<file path="src/rtl/conv_stream_ctrl.sv">
// Sequencing controller for the UART-fed streaming convolution path:
// pixel write strobes, window scheduling, result FIFO and TX handshake.
module conv_stream_ctrl #(
  parameter int unsigned row_depth    = 9,
  parameter int unsigned column_depth = 9,
  parameter int unsigned K            = 7,
  parameter int unsigned D_BITS       = 8,
  parameter int unsigned FIFO_DEPTH   = 4
) (
  input  logic                                     i_clk,
  input  logic                                     reset,
  input  logic [D_BITS-1:0]                        i_data,
  input  logic                                     i_drdy,
  output logic                                     o_wr_mem,
  output logic [$clog2(row_depth*column_depth)-1:0] o_wr_addr,
  output logic [D_BITS-1:0]                        o_wr_data,
  output logic                                     o_conv_start,
  output logic [$clog2(row_depth)-1:0]             o_win_row,
  output logic [$clog2(column_depth)-1:0]          o_win_col,
  input  logic                                     i_conv_done,
  input  logic [D_BITS-1:0]                        i_conv_data,
  output logic [D_BITS-1:0]                        o_tx_data,
  output logic                                     o_tx_enable,
  input  logic                                     i_tx_rdy,
  output logic                                     o_busy,
  output logic                                     o_frame_done
);

  localparam int unsigned NPIX = row_depth * column_depth;
  localparam int unsigned AW   = $clog2(NPIX);
  localparam int unsigned RW   = $clog2(row_depth);
  localparam int unsigned CW   = $clog2(column_depth);
  localparam int unsigned NJOB = (row_depth - K + 1) * (column_depth - K + 1);
  localparam int unsigned PW   = $clog2(NJOB + 1);
  localparam int unsigned FPW  = $clog2(FIFO_DEPTH);
  localparam int unsigned FCW  = $clog2(FIFO_DEPTH + 1);

  typedef enum logic {C_IDLE, C_WAIT} conv_state_e;
  typedef enum logic [1:0] {T_IDLE, T_BUSY, T_DRAIN} tx_state_e;

  conv_state_e conv_state_q, conv_state_d;
  tx_state_e   tx_state_q, tx_state_d;

  logic [RW-1:0]     pix_row_q, pix_row_d, job_row_q, job_row_d, win_row_q, win_row_d;
  logic [CW-1:0]     pix_col_q, pix_col_d, job_col_q, job_col_d, win_col_q, win_col_d;
  logic [AW-1:0]     pix_idx_q, pix_idx_d, wr_addr_q, wr_addr_d;
  logic [D_BITS-1:0] wr_data_q, wr_data_d, tx_data_q, tx_data_d;
  logic              wr_mem_q, wr_mem_d, conv_start_q, conv_start_d;
  logic              tx_enable_q, tx_enable_d, busy_q, busy_d, frame_done_q, frame_done_d;
  logic [PW-1:0]     pending_q, pending_d, sent_q, sent_d;
  logic [FPW-1:0]    wr_ptr_q, wr_ptr_d, rd_ptr_q, rd_ptr_d;
  logic [FCW-1:0]    fifo_cnt_q, fifo_cnt_d;
  logic [D_BITS-1:0] fifo_q [FIFO_DEPTH];
  logic [D_BITS-1:0] fifo_d [FIFO_DEPTH];
  logic              pix_enq, conv_push, tx_pop;

  always_comb begin
    pix_row_d    = pix_row_q;
    pix_col_d    = pix_col_q;
    pix_idx_d    = pix_idx_q;
    wr_mem_d     = i_drdy;
    wr_addr_d    = wr_addr_q;
    wr_data_d    = wr_data_q;
    pix_enq      = 1'b0;
    conv_state_d = conv_state_q;
    conv_start_d = 1'b0;
    win_row_d    = win_row_q;
    win_col_d    = win_col_q;
    job_row_d    = job_row_q;
    job_col_d    = job_col_q;
    conv_push    = 1'b0;
    tx_state_d   = tx_state_q;
    tx_enable_d  = 1'b0;
    tx_data_d    = tx_data_q;
    tx_pop       = 1'b0;
    sent_d       = sent_q;
    frame_done_d = 1'b0;
    pending_d    = pending_q;
    fifo_d       = fifo_q;
    wr_ptr_d     = wr_ptr_q;
    rd_ptr_d     = rd_ptr_q;
    fifo_cnt_d   = fifo_cnt_q;

    // Raster ingest; a pixel completing a window's bottom-right corner queues a job
    if (i_drdy) begin
      wr_addr_d = pix_idx_q;
      wr_data_d = i_data;
      pix_enq   = (pix_row_q >= RW'(K - 1)) && (pix_col_q >= CW'(K - 1));
      pix_idx_d = (pix_idx_q == AW'(NPIX - 1)) ? '0 : pix_idx_q + AW'(1);
      if (pix_col_q == CW'(column_depth - 1)) begin
        pix_col_d = '0;
        pix_row_d = (pix_row_q == RW'(row_depth - 1)) ? '0 : pix_row_q + RW'(1);
      end else begin
        pix_col_d = pix_col_q + CW'(1);
      end
    end

    unique case (conv_state_q)
      C_IDLE: begin
        if ((pending_q != '0) && (fifo_cnt_q < FCW'(FIFO_DEPTH))) begin
          conv_state_d = C_WAIT;
          conv_start_d = 1'b1;
          win_row_d    = job_row_q;
          win_col_d    = job_col_q;
        end
      end
      C_WAIT: begin
        if (i_conv_done) begin
          conv_state_d = C_IDLE;
          conv_push    = 1'b1;
          if (job_col_q == CW'(column_depth - K)) begin
            job_col_d = '0;
            job_row_d = (job_row_q == RW'(row_depth - K)) ? '0 : job_row_q + RW'(1);
          end else begin
            job_col_d = job_col_q + CW'(1);
          end
        end
      end
      default: conv_state_d = C_IDLE;
    endcase

    unique case (tx_state_q)
      T_IDLE: begin
        if ((fifo_cnt_q != '0) && i_tx_rdy) begin
          tx_state_d  = T_BUSY;
          tx_pop      = 1'b1;
          tx_enable_d = 1'b1;
          tx_data_d   = fifo_q[rd_ptr_q];
        end
      end
      T_BUSY:  if (!i_tx_rdy) tx_state_d = T_DRAIN;
      T_DRAIN: begin
        if (i_tx_rdy) begin
          tx_state_d = T_IDLE;
          if (sent_q == PW'(NJOB - 1)) begin
            sent_d       = '0;
            frame_done_d = 1'b1;
          end else begin
            sent_d = sent_q + PW'(1);
          end
        end
      end
      default: tx_state_d = T_IDLE;
    endcase

    // Simultaneous enqueue and completion leave the pending count unchanged
    unique case ({pix_enq, conv_push})
      2'b10:   pending_d = pending_q + PW'(1);
      2'b01:   pending_d = pending_q - PW'(1);
      default: pending_d = pending_q;
    endcase

    if (conv_push) begin
      fifo_d[wr_ptr_q] = i_conv_data;
      wr_ptr_d = (wr_ptr_q == FPW'(FIFO_DEPTH - 1)) ? '0 : wr_ptr_q + FPW'(1);
    end
    if (tx_pop) begin
      rd_ptr_d = (rd_ptr_q == FPW'(FIFO_DEPTH - 1)) ? '0 : rd_ptr_q + FPW'(1);
    end
    unique case ({conv_push, tx_pop})
      2'b10:   fifo_cnt_d = fifo_cnt_q + FCW'(1);
      2'b01:   fifo_cnt_d = fifo_cnt_q - FCW'(1);
      default: fifo_cnt_d = fifo_cnt_q;
    endcase

    busy_d = (pending_d != '0) || (conv_state_d == C_WAIT) ||
             (fifo_cnt_d != '0) || (tx_state_d != T_IDLE);
  end

  always_ff @(posedge i_clk) begin
    if (reset) begin
      conv_state_q <= C_IDLE;
      tx_state_q   <= T_IDLE;
      pix_row_q    <= '0;
      pix_col_q    <= '0;
      pix_idx_q    <= '0;
      job_row_q    <= '0;
      job_col_q    <= '0;
      win_row_q    <= '0;
      win_col_q    <= '0;
      wr_mem_q     <= 1'b0;
      wr_addr_q    <= '0;
      wr_data_q    <= '0;
      conv_start_q <= 1'b0;
      tx_enable_q  <= 1'b0;
      tx_data_q    <= '0;
      busy_q       <= 1'b0;
      frame_done_q <= 1'b0;
      pending_q    <= '0;
      sent_q       <= '0;
      wr_ptr_q     <= '0;
      rd_ptr_q     <= '0;
      fifo_cnt_q   <= '0;
      fifo_q       <= '{default: '0};
    end else begin
      conv_state_q <= conv_state_d;
      tx_state_q   <= tx_state_d;
      pix_row_q    <= pix_row_d;
      pix_col_q    <= pix_col_d;
      pix_idx_q    <= pix_idx_d;
      job_row_q    <= job_row_d;
      job_col_q    <= job_col_d;
      win_row_q    <= win_row_d;
      win_col_q    <= win_col_d;
      wr_mem_q     <= wr_mem_d;
      wr_addr_q    <= wr_addr_d;
      wr_data_q    <= wr_data_d;
      conv_start_q <= conv_start_d;
      tx_enable_q  <= tx_enable_d;
      tx_data_q    <= tx_data_d;
      busy_q       <= busy_d;
      frame_done_q <= frame_done_d;
      pending_q    <= pending_d;
      sent_q       <= sent_d;
      wr_ptr_q     <= wr_ptr_d;
      rd_ptr_q     <= rd_ptr_d;
      fifo_cnt_q   <= fifo_cnt_d;
      fifo_q       <= fifo_d;
    end
  end

  assign o_wr_mem     = wr_mem_q;
  assign o_wr_addr    = wr_addr_q;
  assign o_wr_data    = wr_data_q;
  assign o_conv_start = conv_start_q;
  assign o_win_row    = win_row_q;
  assign o_win_col    = win_col_q;
  assign o_tx_data    = tx_data_q;
  assign o_tx_enable  = tx_enable_q;
  assign o_busy       = busy_q;
  assign o_frame_done = frame_done_q;

endmodule

</file>
<file path="config.mk">
export PLATFORM = sky130hd
export DESIGN_NAME = conv_stream_ctrl
export DESIGN_NICKNAME = d
export VERILOG_FILES = /design/src/rtl/conv_stream_ctrl.sv
export SDC_FILE = /design/constraint.sdc
export NUM_CORES = 1
export LEC_CHECK = 0
export CAP_MARGIN = 20
export CORE_AREA = 2 2 96 98
export DETAILED_ROUTE_END_ITERATION = 12
export DIE_AREA = 0 0 98 100
export GPL_ROUTABILITY_DRIVEN = 0
export PLACE_DENSITY = 0.77
export SYNTH_ARGS = -nofsm -noshare
export SYNTH_HDL_FRONTEND = slang
export SYNTH_SLANG_ARGS = --single-unit
</file>
<file path="constraint.sdc">
create_clock -name i_clk -period 3.7 [get_ports i_clk]
set_clock_uncertainty 0.15 [all_clocks]
set_input_delay 0.74 -clock i_clk [delete_from_list [all_inputs] [get_ports i_clk]]
set_output_delay 0.74 -clock i_clk [all_outputs]
set_load 0.02 [all_outputs]
</file>
After elaboration in Yosys (flattened, before gate mapping):

Index checks and enable logic that the tools add are counted.

* register bits after elaboration: 109
* logic and storage cells: 113

* add/subtract/negate cells: 12
* order comparisons: 6
* eq/ne operators: 14
* muxes and demuxes: 29
* bitwise gates (word level): 5
* reduce and logical (&&, ||, !) cells: 21

Operators by type and width (count)
* $bwmux W32: 1
* $add A4 B1 Y4 const B: 6
* $mux W8: 3
* $mux W4: 5
* $bmux W8 S2: 1
* $demux W8 S2: 1
* $eq A4 B4 Y1 const B: 3
* $eq A2 B2 Y1 const B: 5
* $mux W2: 5
* $reduce_and A2 Y1: 5
* $eq A4 B2 Y1 const B: 2
* $ge A4 B3 Y1 const B: 2
* $mux W1: 8
* $pmux W4 S2: 1
* $reduce_bool A4 Y1: 2
* $add A7 B1 Y7 const B: 1
* $eq A7 B7 Y1 const B: 1
* $mux W7: 1
* $eq A2 B1 Y1 const B: 3
* $ge A3 B3 Y1 const B: 2
* $not A2 Y3: 2
* $pmux W2 S3: 1
* $pmux W3 S2: 1
* $reduce_bool A3 Y1: 2
* 15 further kinds: 23

Longest topological paths before layout:

* depth in word-level cells: 9
* depth in mapped cells: 12
* gate-level depth less buffers: 12

Worst setup path before layout:

OpenSTA, ideal clock, no wires.

* kind: input port to flip-flop
* from: in i_tx_rdy
* to: reg busy_q (netlist: o_busy)
* setup time: 138 ps
* data arrival time: 2635 ps
* slack: 777 ps
* stages on the path: 10
* path buffers: 0
* cell sequence: nand2b_1 -> or3_1 -> inv_2 -> ha_1 -> inv_1 -> fa_1 -> nand3b_1 -> a222oi_1 -> a31o_2 -> o2111ai_1

* longest elaborated chain between the ends: 8
* elaborated cells on any way between the ends: 14
* classes of those cells: eq/ne (2); mux (7); reduce/logical (5)

RTL lines
* start: declaration: line 24 `input logic i_tx_rdy,`
* $logic_and A1 B1 Y1: line 124 `if ((fifo_cnt_q != '0) && i_tx_rdy) begin`
* $mux W1: line 124
* $mux W1: line 122 `unique case (tx_state_q)`
* $eq A2 B1 Y1 or $eq A2 B2 Y1 (tied branches): line 160 `unique case ({conv_push, tx_pop})`
* $pmux W3 S2: line 160
* $reduce_bool A3 Y1: line 167 `(fifo_cnt_d != '0) || (tx_state_d != T_IDLE);`
* $logic_or A1 B1 Y1: line 166 `busy_d = (pending_d != '0) || (conv_state_d == C_WAIT) ||`
* $logic_or A1 B1 Y1 (*): line 167
* end signal: assignment: line 211 `busy_q <= busy_d;`
* end: declaration: line 49 `logic tx_enable_q, tx_enable_d, busy_q, busy_d, frame_done_q, frame_done_d;`

Mark *: on every way between the ends. The rest lies on a longest branch, timed or not.
A chain may end at the register's enable or synchronous reset.

Worst setup path after layout:

Ends and elaborated chain as after synthesis.

==> reports/qor.csv <==
stage,metric,value,unit
status,status,"finished, final reports clean",
clock_network,"Hold-fix buffers, CTS",0,
worst_setup_path,critical path's largest stage delay,530,ps
clock_network,Max clock buf depth,2,
global_routing,overall global routing resource usage,20.09,%
global_routing,gr ovfl total,0,
worst_setup_path,worst-path maximum fanout,4,
clock_network,H-tree levels,3,
route,via count,3710,
route,post-route antenna net violation count,0,
global_routing,first-pass GRT wire length,16330,µm
clock_network,post-CTS setup buffer count,0,
worst_hold_path,WHS Path Cells,2,
synthesis,main area contributors after synthesis,"dfxtp_1 (46%), mux2i_1 (6.4%), a21oi_1 (6.3%)",
power,LEAKAGE,2.019,nW
worst_setup_path,worst r2r src,fifo_cnt_q[0]$_SDFF_PP0_,
synthesis,Synth top area share,46.42,%
synthesis,Synth Cell Area,4701,µm²
final_layout,share of layout cells above drive strength 1,6.305,%
final_layout,Sequential Area,2182,µm²
timing,Final Hold Vio Count,0,
timing,f_max,0.3124,GHz
timing,RSZ-0062 raised after global routing,no,
die,die width,98,µm
global_routing,vias in the first global route,3578,
worst_setup_path,kind of end point of the critical path,register,
timing,min cycle time layout,3201,ps
route,via/cell ratio,5.440,
synthesis,syn nets,564,
route,met3 WL post-DR,306,µm
worst_hold_path,WHS Endpoint,fifo_q[18]$_SDFFE_PP0P_,
route,DRC Markers,0,
worst_hold_path,HP Class,register to register,
worst_setup_path,critical-path cell list,"clkdlybuf4s50_1, nand2b_1, or3_1, inv_2, ha_1, inv_1, fa_1, nand3b_1, a222oi_1, a31o_2, o2111ai_1",
final_layout,final core utilization,61.91,%
power,Max rail drop VDD,0.2494,mV
synthesis,Synth Register Bits,109,
timing,fin. max-slew vios,0,
worst_setup_path,required time worst endpoint,3760,ps
worst_setup_path,Reg2Reg Depth,10,
worst_setup_path,type of the worst setup path,input port to register,
timing,Worst Max-Slew Pin Slew,916.1,ps
global_routing,largest net degree at the start of global routing,61,
timing,Finish-stage setup viols,0,
die,height of the die,100,µm
die,I/O pin total,57,
synthesis,Synth area leader,dfxtp_1,
final_layout,multi-input logic area,2308,µm²
route,routed wire length,9574,µm
die,Site Rows,35,
worst_setup_path,slowest CP cell,clkdlybuf4s50_1,
timing,final setup TNS,0,ps
clock_network,CTS Buf Count,9,
die,starting density of the core,52.88,%
clock_network,Skew-Pair Late Insertion Delay,360,ps
worst_setup_path,reg-to-reg critical path endpoint,o_busy$_SDFF_PP0_,
global_routing,initial antenna violation count,0,
clock_network,clk root buf,clkbuf_8,
final_layout,area grow syn2layout,17.09,%
clock_network,post_cts resized,0,
clock_network,"CTS clk-pin slew, worst paths",90,ps
timing,final worst path period share,86.50,%
run,Max-Cap Viols,0,
clock_network,CTS tree,done,
worst_setup_path,FF-to-FF setup slack,960,ps
route,DR top layer,met4,
final_layout,Final nets,607,
route,first-iteration detailed-routing DRC count,231,
route,1st-pass router iterations,4,
synthesis,Gate Count Post-Synth,523,
final_layout,fill cell count,750,
worst_setup_path,crit path DAT,3260,ps
die,DIE AREA,9800,µm²
route,drt wl/cell,14.04,µm
route,met2 wire length,4714,µm
worst_hold_path,min-delay src,fifo_q[18]$_SDFFE_PP0P_,
worst_setup_path,Worst setup SP type,input port,
die,area of the core,8890,µm²
synthesis,warnings from Yosys,0,
synthesis,Synth cell types,52,
route,Post-Route M1 WL,4366,µm
final_layout,ant diodes,0,
synthesis,"EDFF count, synth",0,
synthesis,"Top FF cell, synth",dfxtp_1,
placement,Post-DP HPWL,6456,µm
power,P per Cell Area,364.9,nW/µm²
timing,headroom to the max-slew limit,38.93,%
synthesis,Synth Area per Inst,8.988,µm²
synthesis,ys async rst share,0,%
clock_network,clock sink total,109,
placement,IO Port Bufs,56,
synthesis,sequential fraction of the synthesis area,46.42,%
==> kinds of logic after synthesis <==
family,synth area share [%]
XOR/XNOR,3.354
flip-flops,46.42
adder cells (fa/ha/maj),5.483
buffers and inverters,4.471
AND/OR/NAND/NOR,19.80
multiplexers,10.46
AO/OA/AOI/OAI,10.01
==> cell usage after synthesis, drive strengths merged, types with 4 or more instances <==
library cell and instances:
xnor2 5, o21ai 8, ha 19, nor2b 5
nor3 10, or3 4, a21oi 59, nor2 62
inv 17, mux2i 30, xor2 13, nand4 5
clkbuf 16, nand2 67, nand3 37, dfxtp 109
mux4 8, buf 14
==> cells in the final DEF (no fill, tap or decap), types with 2 or more instances in the layout <==
cell type | synthesis | routed
nor3_1 | 10 | 10
nand2b_1 | 3 | 3
nand2_1 | 66 | 66
xnor2_1 | 5 | 5
clkinvlp_4 | 0 | 3
nand3_1 | 37 | 37
nor4_1 | 2 | 2
clkdlybuf4s50_1 | 0 | 55
xor2_1 | 13 | 13
clkbuf_1 | 15 | 2
nor2b_1 | 5 | 5
buf_4 | 3 | 5
o21ai_0 | 8 | 8
mux2i_1 | 30 | 30
or3_1 | 4 | 4
nand3b_1 | 2 | 2
nand4_1 | 5 | 5
dfxtp_1 | 109 | 109
mux4_2 | 8 | 8
o21a_1 | 3 | 3
a21oi_1 | 59 | 59
ha_1 | 19 | 19
inv_1 | 16 | 16
and4b_1 | 2 | 2
clkbuf_8 | 0 | 9
nor2_1 | 62 | 62
==> cell type report <==
type                       instances  area share (%)
multi-input combinational        366           41.94
tap                              111           2.523
clock inverter                     5           1.114
clock buffer                      11           2.387
sequential                       109           39.65
inverter                          18           1.250
timing repair buffer              62           11.14
==> sequential cells by signal, summed over array words and instances, names as in the netlist <==
| signal | flops |
|---|---|
| fifo_q | 32 |
| o_wr_addr | 7 |
| o_win_row | 4 |
| o_frame_done | 1 |
| job_col_q | 4 |
| o_conv_start | 1 |
| o_wr_mem | 1 |
| fifo_cnt_q | 3 |
| sent_q | 4 |
| pix_idx_q | 7 |
| o_wr_data | 8 |
| job_row_q | 4 |
| o_tx_data | 8 |
| pix_row_q | 4 |
| pending_q | 4 |
| rd_ptr_q | 2 |
| o_win_col | 4 |
| o_tx_enable | 1 |
| pix_col_q | 4 |
| o_busy | 1 |
| conv_state_q | 1 |
| tx_state_q | 2 |
| wr_ptr_q | 2 |
==> per-layer routing <==
| layer | GRT usage (%) | vias to the layer above |
|---|---|---|
| met4 | 8.333 | 0 |
| met3 | 2.994 | 16 |
| met1 | 25.59 | 1737 |
| met5 | 0 | - |
| met2 | 34.35 | 80 |
| li1 | - | 1877 |
==> worst max-delay path: cells and delay by family <==
kind	cells	cell delay [ps]
buffers and inverters	3	680
AO/OA/AOI/OAI	3	610
AND/OR/NAND/NOR	3	530
adder cells (fa/ha/maj)	2	700
==> stage by stage <==
step	power (mW)	cell area, µm²	std cells	worst slack, ps	hold WS, ps
global route	2.074	5504	682	359.0	326.1
detailed placement	1.325	5311	666	164.0	296.8
finish	2.008	5504	682	499.5	306.9
floorplan	1.275	4701	523	777.1	283.1
CTS	2.021	5504	682	520.4	309.8
global placement	1.322	5311	666	235.8	289.0
==> worst max path at each step <==
stage,from,slack [ps],to,depth (start not counted)
final,i_tx_rdy,500,o_busy$_SDFF_PP0_,11
after global routing,i_tx_rdy,360,o_busy$_SDFF_PP0_,11
after CTS,i_tx_rdy,520,o_busy$_SDFF_PP0_,11
after detailed placement,i_tx_rdy,160,o_busy$_SDFF_PP0_,11
after global placement,i_tx_rdy,240,o_busy$_SDFF_PP0_,11
after floorplan,i_tx_rdy,780,o_busy$_SDFF_PP0_,10
==> where the power goes <==
| part | leakage (nW) | switching (mW) | internal [mW] |
|---|---|---|---|
| logic | 1.05 | 0.0553 | 0.0491 |
| clock network | 0.0858 | 0.396 | 0.315 |
| registers | 0.880 | 0.00919 | 1.18 |
Power figures use the tool's default switching activity.
